**src/rtl/cprv_mem_stage.sv**
```systemverilog
// Memory-access stage: single-outstanding req/gnt/rvalid data bus, load align/extend,
// and a one-entry registered result toward write-back.
module cprv_mem_stage #(
    parameter int DATA_WIDTH = 64,
    parameter int ADDR_WIDTH = 64
) (
    input  logic                    clk,
    input  logic                    rst_n,
    input  logic                    valid_mem_i,
    output logic                    ready_mem_o,
    input  logic [DATA_WIDTH-1:0]   alu_out_mem_i,
    input  logic [DATA_WIDTH-1:0]   rs2_data_mem_i,
    input  logic [4:0]              rd_addr_mem_i,
    input  logic                    rd_en_mem_i,
    input  logic [6:0]              opcode_mem_i,
    input  logic [2:0]              funct3_mem_i,
    input  logic                    mem_w_en_mem_i,
    output logic                    dmem_req_o,
    input  logic                    dmem_gnt_i,
    output logic [ADDR_WIDTH-1:0]   dmem_addr_o,
    output logic                    dmem_we_o,
    output logic [DATA_WIDTH/8-1:0] dmem_be_o,
    output logic [DATA_WIDTH-1:0]   dmem_wdata_o,
    input  logic                    dmem_rvalid_i,
    input  logic [DATA_WIDTH-1:0]   dmem_rdata_i,
    output logic                    valid_wb_o,
    input  logic                    ready_wb_i,
    output logic [4:0]              rd_addr_wb_o,
    output logic                    rd_en_wb_o,
    output logic [DATA_WIDTH-1:0]   rd_data_wb_o,
    output logic                    misalign_wb_o
);
    localparam int BE_W  = DATA_WIDTH / 8;
    localparam int OFF_W = $clog2(BE_W);
    localparam logic [6:0] OP_LOAD  = 7'b0000011;
    localparam logic [6:0] OP_STORE = 7'b0100011;

    typedef enum logic [1:0] {IDLE, REQ, WAIT_R} state_t;
    state_t state, state_nxt;

    logic                  out_free, accept, is_mem, misalign, start_mem;
    logic [OFF_W-1:0]      off, off_q;
    logic [2:0]            funct3_q;
    logic [4:0]            rd_addr_q;
    logic                  rd_en_q;
    logic [BE_W-1:0]       size_mask;
    logic [DATA_WIDTH-1:0] shifted, load_data;
    logic                  res_vld, res_rd_en, res_mis;
    logic [4:0]            res_rd_addr;
    logic [DATA_WIDTH-1:0] res_data;

    assign out_free    = !valid_wb_o || ready_wb_i;
    assign ready_mem_o = (state == IDLE) && out_free;
    assign accept      = valid_mem_i && ready_mem_o;
    assign is_mem      = (opcode_mem_i == OP_LOAD) || (opcode_mem_i == OP_STORE);
    assign off         = alu_out_mem_i[OFF_W-1:0];
    assign start_mem   = accept && is_mem && !misalign;

    always_comb begin
        misalign = 1'b0;
        if (is_mem) begin
            case (funct3_mem_i[1:0])
                2'b01:   misalign = off[0];
                2'b10:   misalign = |off[1:0];
                2'b11:   misalign = |off;
                default: misalign = 1'b0;
            endcase
        end
    end

    always_comb begin
        size_mask = '0;
        case (funct3_mem_i[1:0])
            2'b00:   size_mask[0]   = 1'b1;
            2'b01:   size_mask[1:0] = '1;
            2'b10:   size_mask[3:0] = '1;
            default: size_mask      = '1;
        endcase
    end

    // Read data is a full aligned doubleword; bring the addressed bytes down to bit 0.
    always_comb begin
        shifted = dmem_rdata_i >> {off_q, 3'b000};
        case (funct3_q)
            3'b000:  load_data = {{(DATA_WIDTH-8){shifted[7]}},   shifted[7:0]};
            3'b001:  load_data = {{(DATA_WIDTH-16){shifted[15]}}, shifted[15:0]};
            3'b010:  load_data = {{(DATA_WIDTH-32){shifted[31]}}, shifted[31:0]};
            3'b100:  load_data = {{(DATA_WIDTH-8){1'b0}},  shifted[7:0]};
            3'b101:  load_data = {{(DATA_WIDTH-16){1'b0}}, shifted[15:0]};
            3'b110:  load_data = {{(DATA_WIDTH-32){1'b0}}, shifted[31:0]};
            default: load_data = shifted;
        endcase
    end

    always_comb begin
        state_nxt = state;
        case (state)
            IDLE:    if (start_mem) state_nxt = REQ;
            REQ:     if (dmem_gnt_i) state_nxt = dmem_we_o ? IDLE : WAIT_R;
            WAIT_R:  if (dmem_rvalid_i) state_nxt = IDLE;
            default: state_nxt = IDLE;
        endcase
    end

    always_ff @(posedge clk or negedge rst_n) begin
        if (!rst_n) state <= IDLE;
        else        state <= state_nxt;
    end

    // At most one result source fires per cycle; memory results only arrive
    // while the output register is already empty.
    always_comb begin
        res_vld     = 1'b0;
        res_data    = '0;
        res_rd_addr = rd_addr_q;
        res_rd_en   = 1'b0;
        res_mis     = 1'b0;
        if (accept && (!is_mem || misalign)) begin
            res_vld     = 1'b1;
            res_data    = alu_out_mem_i;
            res_rd_addr = rd_addr_mem_i;
            res_rd_en   = rd_en_mem_i && !misalign;
            res_mis     = misalign;
        end else if (state == REQ && dmem_gnt_i && dmem_we_o) begin
            res_vld = 1'b1;
        end else if (state == WAIT_R && dmem_rvalid_i) begin
            res_vld   = 1'b1;
            res_data  = load_data;
            res_rd_en = rd_en_q;
        end
    end

    always_ff @(posedge clk or negedge rst_n) begin
        if (!rst_n) begin
            off_q        <= '0;
            funct3_q     <= '0;
            rd_addr_q    <= '0;
            rd_en_q      <= 1'b0;
            dmem_req_o   <= 1'b0;
            dmem_addr_o  <= '0;
            dmem_we_o    <= 1'b0;
            dmem_be_o    <= '0;
            dmem_wdata_o <= '0;
        end else if (start_mem) begin
            off_q        <= off;
            funct3_q     <= funct3_mem_i;
            rd_addr_q    <= rd_addr_mem_i;
            rd_en_q      <= rd_en_mem_i;
            dmem_req_o   <= 1'b1;
            dmem_addr_o  <= {alu_out_mem_i[ADDR_WIDTH-1:OFF_W], {OFF_W{1'b0}}};
            dmem_we_o    <= mem_w_en_mem_i;
            dmem_be_o    <= mem_w_en_mem_i ? (size_mask << off) : '1;
            dmem_wdata_o <= mem_w_en_mem_i ? (rs2_data_mem_i << {off, 3'b000}) : '0;
        end else if (state == REQ && dmem_gnt_i) begin
            dmem_req_o <= 1'b0;
        end
    end

    always_ff @(posedge clk or negedge rst_n) begin
        if (!rst_n) begin
            valid_wb_o    <= 1'b0;
            rd_addr_wb_o  <= '0;
            rd_en_wb_o    <= 1'b0;
            rd_data_wb_o  <= '0;
            misalign_wb_o <= 1'b0;
        end else if (res_vld) begin
            valid_wb_o    <= 1'b1;
            rd_addr_wb_o  <= res_rd_addr;
            rd_en_wb_o    <= res_rd_en;
            rd_data_wb_o  <= res_data;
            misalign_wb_o <= res_mis;
        end else if (ready_wb_i) begin
            valid_wb_o <= 1'b0;
        end
    end
endmodule

```
**config.mk**
```make
export PLATFORM = sky130hd
export DESIGN_NAME = cprv_mem_stage
export DESIGN_NICKNAME = d
export VERILOG_FILES = /design/src/rtl/cprv_mem_stage.sv
export SDC_FILE = /design/constraint.sdc
export NUM_CORES = 1
export LEC_CHECK = 0
export BUFFER_PORTS_ARGS = -buffer_cell sky130_fd_sc_hd__buf_2
export CAP_MARGIN = 20
export CORE_AREA = 5 5 164 166
export CTS_CLUSTER_DIAMETER = 40
export DETAILED_ROUTE_END_ITERATION = 8
export DIE_AREA = 0 0 169 171
export PLACE_DENSITY = 0.86
export SYNTH_ARGS = -nofsm -noshare
export SYNTH_HDL_FRONTEND = slang
export SYNTH_SLANG_ARGS = --single-unit
```
**constraint.sdc**
```tcl
create_clock -name clk -period 6.4 [get_ports clk]
set_clock_uncertainty 0.1 [all_clocks]
set_input_delay 0.64 -clock clk [delete_from_list [all_inputs] [get_ports clk]]
set_output_delay 0.64 -clock clk [all_outputs]
set_load 0.02 [all_outputs]
```
; Word-level counts from Yosys, hierarchy flattened
; Index checks and enable logic that the tools add are counted.
[totals]
ff_bits = 221
latch_bits = 0
ram_bits = 0
rom_bits = 0
inputBits = 215
output_inout_bits = 211
elab_cells = 86
memories = 0
[op_classes]
add_sub_neg = 0
n_mul = 0
n_div = 0
order_cmp = 0
n_eq_ne = 15
shifts = 3
muxes = 28
n_bitwise = 0
n_reduce_logical = 25
[op_table]
columns = op, count
row1 = $pmux W64 S6, 1
row2 = $mux W64, 4
row3 = $shl A64 B6 Y64, 1
row4 = $shr A64 B6 Y64, 1
row5 = $mux W1, 13
row6 = $mux W2, 5
row7 = $eq A3 B3 Y1 const B, 3
row8 = $logic_and A1 B1 Y1, 9
row9 = $mux W8, 1
row10 = $shl A8 B3 Y8, 1
row11 = $eq A7 B2 Y1 const B, 1
row12 = $eq A7 B6 Y1 const B, 1
row13 = $eq A2 B2 Y1 const B, 3
row14 = $ne A2 B2 Y1 const B, 3
row15 = $pmux W2 S3, 1
row16 = $reduce_or A3 Y1, 2
row17 = $mux W5, 1
row18 = $eq A2 B1 Y1 const B, 2
row19 = $logic_not A2 Y1, 2
row20 = $mux W4, 1
row21 = $reduce_bool A2 Y1, 2
row22 = $reduce_or A2 Y1, 2
row23 = $eq A3 B1 Y1 const B, 1
row24 = $eq A3 B2 Y1 const B, 1
row25 = other kinds (5), 9

; Logic depth before layout (Yosys ltp)
[depth]
ltp_word = 8
ltp_mapped = 9
mapped_depth_nobuf = 5

; Worst setup path after synthesis
; Ideal clock, no wire load.
[synth_timing]
path_type = input to register
startpoint = input port alu_out_mem_i[0]
endpoint = register dmem_wdata_o[38]
t_arrival_ns = 2.154
required_time_ns = 6.167
setup_slack_ns = 4.013
cell_stages = 7
path_buffers = 4
cell_sequence = buf_2 > buf_1 > buf_1 > clkbuf_1 > a211oi_1 > a31oi_1 > o21ai_0
[synth_between]
elab_chain_len = 5
word_cells_on_any_way = 8
cone_classes = 1 x shift / 3 x mux / 4 x reduce/logical
[synth_lines]
columns = element, line
row1 = "start, declared", 11  ; input logic [DATA_WIDTH-1:0] alu_out_mem_i,
row2 = "parallel branches: the longest is 5 deep, another holds $shl A64 B6 Y64", -
row3 = "end signal, assigned", 153  ; dmem_wdata_o <= mem_w_en_mem_i ? (rs2_data_mem_i << {off, 3'b000}) : '0;
row4 = "end, declared", 23  ; output logic [DATA_WIDTH-1:0] dmem_wdata_o,
; Parallel ways; which one is timed is not known.
; A chain may end at the register's enable or synchronous reset.

; Worst setup path in the final report
[layout_timing]
startpoint = register off_q[2]
endpoint = register rd_data_wb_o[48]
[layout_between]
elab_chain_len = 5
[layout_lines]
columns = element, line
row1 = "start, declared", 42  ; logic [OFF_W-1:0] off, off_q;
row2 = "start signal, assigned", 135  ; off_q <= '0;
row3 = "start signal, assigned", 145  ; off_q <= off;
row4 = $shr A64 B6 Y64, 83  ; shifted = dmem_rdata_i >> {off_q, 3'b000};
row5 = $pmux W64 S6, 84  ; case (funct3_q)
row6 = $mux W64, 126  ; end else if (state == WAIT_R && dmem_rvalid_i) begin
row7 = $mux W64, 124  ; end else if (state == REQ && dmem_gnt_i && dmem_we_o) begin
row8 = $mux W64, 118  ; if (accept && (!is_mem || misalign)) begin
row9 = "end signal, assigned", 170  ; rd_data_wb_o <= res_data;
row10 = "end, declared", 30  ; output logic [DATA_WIDTH-1:0] rd_data_wb_o,
; No other way between the ends.

==> results.cfg <==
[outcome]
outcome = finished, final reports clean

[sta]
maxSlewHeadroom = 0.265
hold_viol_final = 0
timing.setup.tns_ps = 0
worst-slew-pin-transition_ps = 1090
final.min_clock_period_ps = 4120
setup_ws_ps = 2280
finalMaxSlewViolations = 0
setup_repair_after_global_routing_missed_its_margin = false
final.period_utilization = 0.644
report.final.setup_viol = 0
timing.fmax_mhz = 243

[place]
detailedPlace.worstSlack_ps = 2320
globalplace.congestion = 0.910
hpwlAfterDp_um = 33700
port-buffer-count = 421

[route]
wirelength_um = 45500
first_iter_violations = 1221
vias = 12000
firstDrtPassIters = 5
drtAntennaViolNets = 0
routed_via_density = 6.02
number_of_remaining_drc_errors = 0
routed_wire_length_per_instance_um = 22.8

[job]
maxCapViolations = 0

[power_and_ir_drop]
static-leakage-power_nw = 7.88
total_power_mw = 4.23
worst_ir_drop_vdd_mv = 0.184
powerDensity_mw_per_mm2 = 274

[global_route]
overflow = 0
grt_antenna_before_repair = 3
grt_use_total = 0.302
grt_start_max_net_pins = 97
vias_in_the_first_global_route = 11900
grt_pass1_wl_um = 68800

[setup_path]
cpPeakStageDelay_ps = 980
timing.critical_path.arrival_ps = 4480
worstPathCellList = inv_1 -> mux4_2 -> o32ai_4 -> o31ai_4 -> buf_4 -> o21ai_2
critPathMaxFanout = 31
crit_required_ps = 6760
setup.worst_path.end_class = register
worst_setup_path_start_kind = register
path_class = reg2reg
critPathSlowestCell = dfrtp_1

[floorplanning]
io-pin-count = 426
die_w_um = 169
die-height_um = 171
core_area_mm2 = 0.0255
initial_utilization = 0.479
die_area_mm2 = 0.0289
floorplan.rows = 59

[logic_synthesis]
largest_family_of_logic_cells_by_synthesized_area = compound AO/OA/AOI/OAI gates
netlist.top_cell.by_area = dfrtp_1
synth-adder-area-share = 0
netlist_instances = 1276
synth.area.mux_share = 0.161
synth_compound_area_frac = 0.204
synth.top_cells.by_area = dfrtp_1, nand2_1, mux2i_1, mux2_2, mux4_2
synth-edff-count = 0
postSynthRegisterBits = 221
yosys_warnings = 0
syn_area_mm2 = 0.0122
yosys.area_share.simple = 0.137
average_instance_area_after_synthesis_um2 = 9.55
ys_top_cells_by_count = nand2_1, dfrtp_1, clkbuf_1, mux2i_1, a21oi_1
async_flop_share = 1.00
synth-seq-area-share = 0.454
yosysTopAreaCellShare = 0.454
synth.lib_cells_used.distinct = 53
synth_xor_area_frac = 0
top_count_cell_post_synth = nand2_1
yosys_most_used_dff = dfrtp_1

[clocking]
cell_at_the_root_of_the_clock_tree = clkbuf_16
cts_tree = yes
quantity_of_hold_fixing_buffers_added_after_cts = 0
clock-sinks = 221
ctsHtreeMaxLevel = 1
clk_path_buf_depth = 3
post_cts_buffers = 0
cts_repair_resize_count = 0
cts_made_buffers = 31
worst_skew_pair.late_latency_ps = 550
clk_transition_reported_paths_ps = 60

[finish]
flow.area_growth_from_synthesis_pct = 26.5
drive_gt1_frac = 0.367
nets = 1848
nFillCells = 2077
finalCoreUtilization = 0.606

[min_path]
min-delay-path-class = in2async
cells in the final DEF, fill, tap and decap left out, types with 6 or more instances in the layout:
master / n
buf_2: 418
nand2_1: 305
dfrtp_1: 220
mux2i_1: 78
a21oi_1: 74
o21ai_0: 61
mux2_2: 57
a22oi_1: 48
nor2_1: 47
a22o_1: 36
clkbuf_16: 31
o21ai_2: 30
mux4_2: 24
a211oi_1: 22
nor2b_1: 17
buf_4: 16
o21ai_1: 14
a31oi_1: 12
inv_1: 11
o22ai_1: 10
a221o_1: 9
o31ai_1: 9
nand3_1: 7
nor3_1: 7
a221oi_1: 7
nand2b_1: 6
o31a_1: 6
o2bb2ai_1: 6
clkinv_4: 6
final timing paths:
kind	from	slack, ps	cells past startpoint	endpoint
worst max-delay path	off_q[2]$_DFFE_PN0P_	2280	6	rd_data_wb_o[48]$_DFFE_PN0P_
worst min register to register	dmem_wdata_o[4]$_DFFE_PN0P_	360	2	dmem_wdata_o[4]$_DFFE_PN0P_
worst max register to register	off_q[2]$_DFFE_PN0P_	2280	6	rd_data_wb_o[48]$_DFFE_PN0P_
max in group asynchronous	rst_n	4780	2	dmem_wdata_o[37]$_DFFE_PN0P_
worst min-delay path	rst_n	20	1	dmem_wdata_o[5]$_DFFE_PN0P_
min in group clk	dmem_rvalid_i	200	2	state[1]$_DFFE_PN0P_
layout make-up:
| type | instances | area [µm²] | area share |
|---|---|---|---|
| diodes | 3 | 7.51 | 0.000487 |
| clock buffers | 38 | 832 | 0.0539 |
| clock inverters | 19 | 196 | 0.0127 |
| inverters | 12 | 45.0 | 0.00292 |
| multi-input cells | 932 | 6170 | 0.400 |
| flip-flops and latches | 221 | 5530 | 0.359 |
| well taps | 335 | 419 | 0.0272 |
| repair buffers | 435 | 2230 | 0.144 |
logic make-up (layout without fill, tap and decap cells):
logic type	Yosys count	in the layout
AND/OR/NAND/NOR	408	408
AO/OA/AOI/OAI	362	362
flip-flops	221	221
multiplexers	159	159
buffers and inverters	125	504
other	1	6
critical path, delay by kind of cell, from the launching register on:
kind	cells	cell delay, ps
flip-flops	1	980
buffers and inverters	2	1080
AO/OA/AOI/OAI	3	1100
multiplexers	1	760
metal layers:
metal,global-route usage,part of all wire,vias to the layer above
met4,0.138,0.051,4
met3,0.0723,0.097,140
met1,0.358,0.36,5828
met5,0,0.00057,-
met2,0.521,0.50,741
li1,-,-,5303
power by group:
| group | switching (mW) | total, mW | internal (mW) |
|---|---|---|---|
| registers | 0.0852 | 1.60 | 1.52 |
| logic | 0.587 | 0.933 | 0.346 |
| clock network | 0.679 | 1.70 | 1.02 |
state kept, by name, summed over array words and instances, names as in the netlist, 2 cells and up:
| signal | flops |
|---|---|
| dmem_addr_o | 61 |
| state | 2 |
| funct3_q | 3 |
| off_q | 3 |
| rd_data_wb_o | 64 |
| rd_addr_q | 5 |
| rd_addr_wb_o | 5 |
| dmem_be_o | 8 |
| dmem_wdata_o | 64 |
metrics by stage:
step                      hold WS (ps)  instance area, µm²  cells
after floorplan                    244               12200   1278
after global placement             352               14400   1934
after detailed placement           356               14400   1934
after CTS                         44.3               15400   1991
after global routing              73.9               15400   1993
final                             16.3               15400   1995
Power figures use the tool's default switching activity.
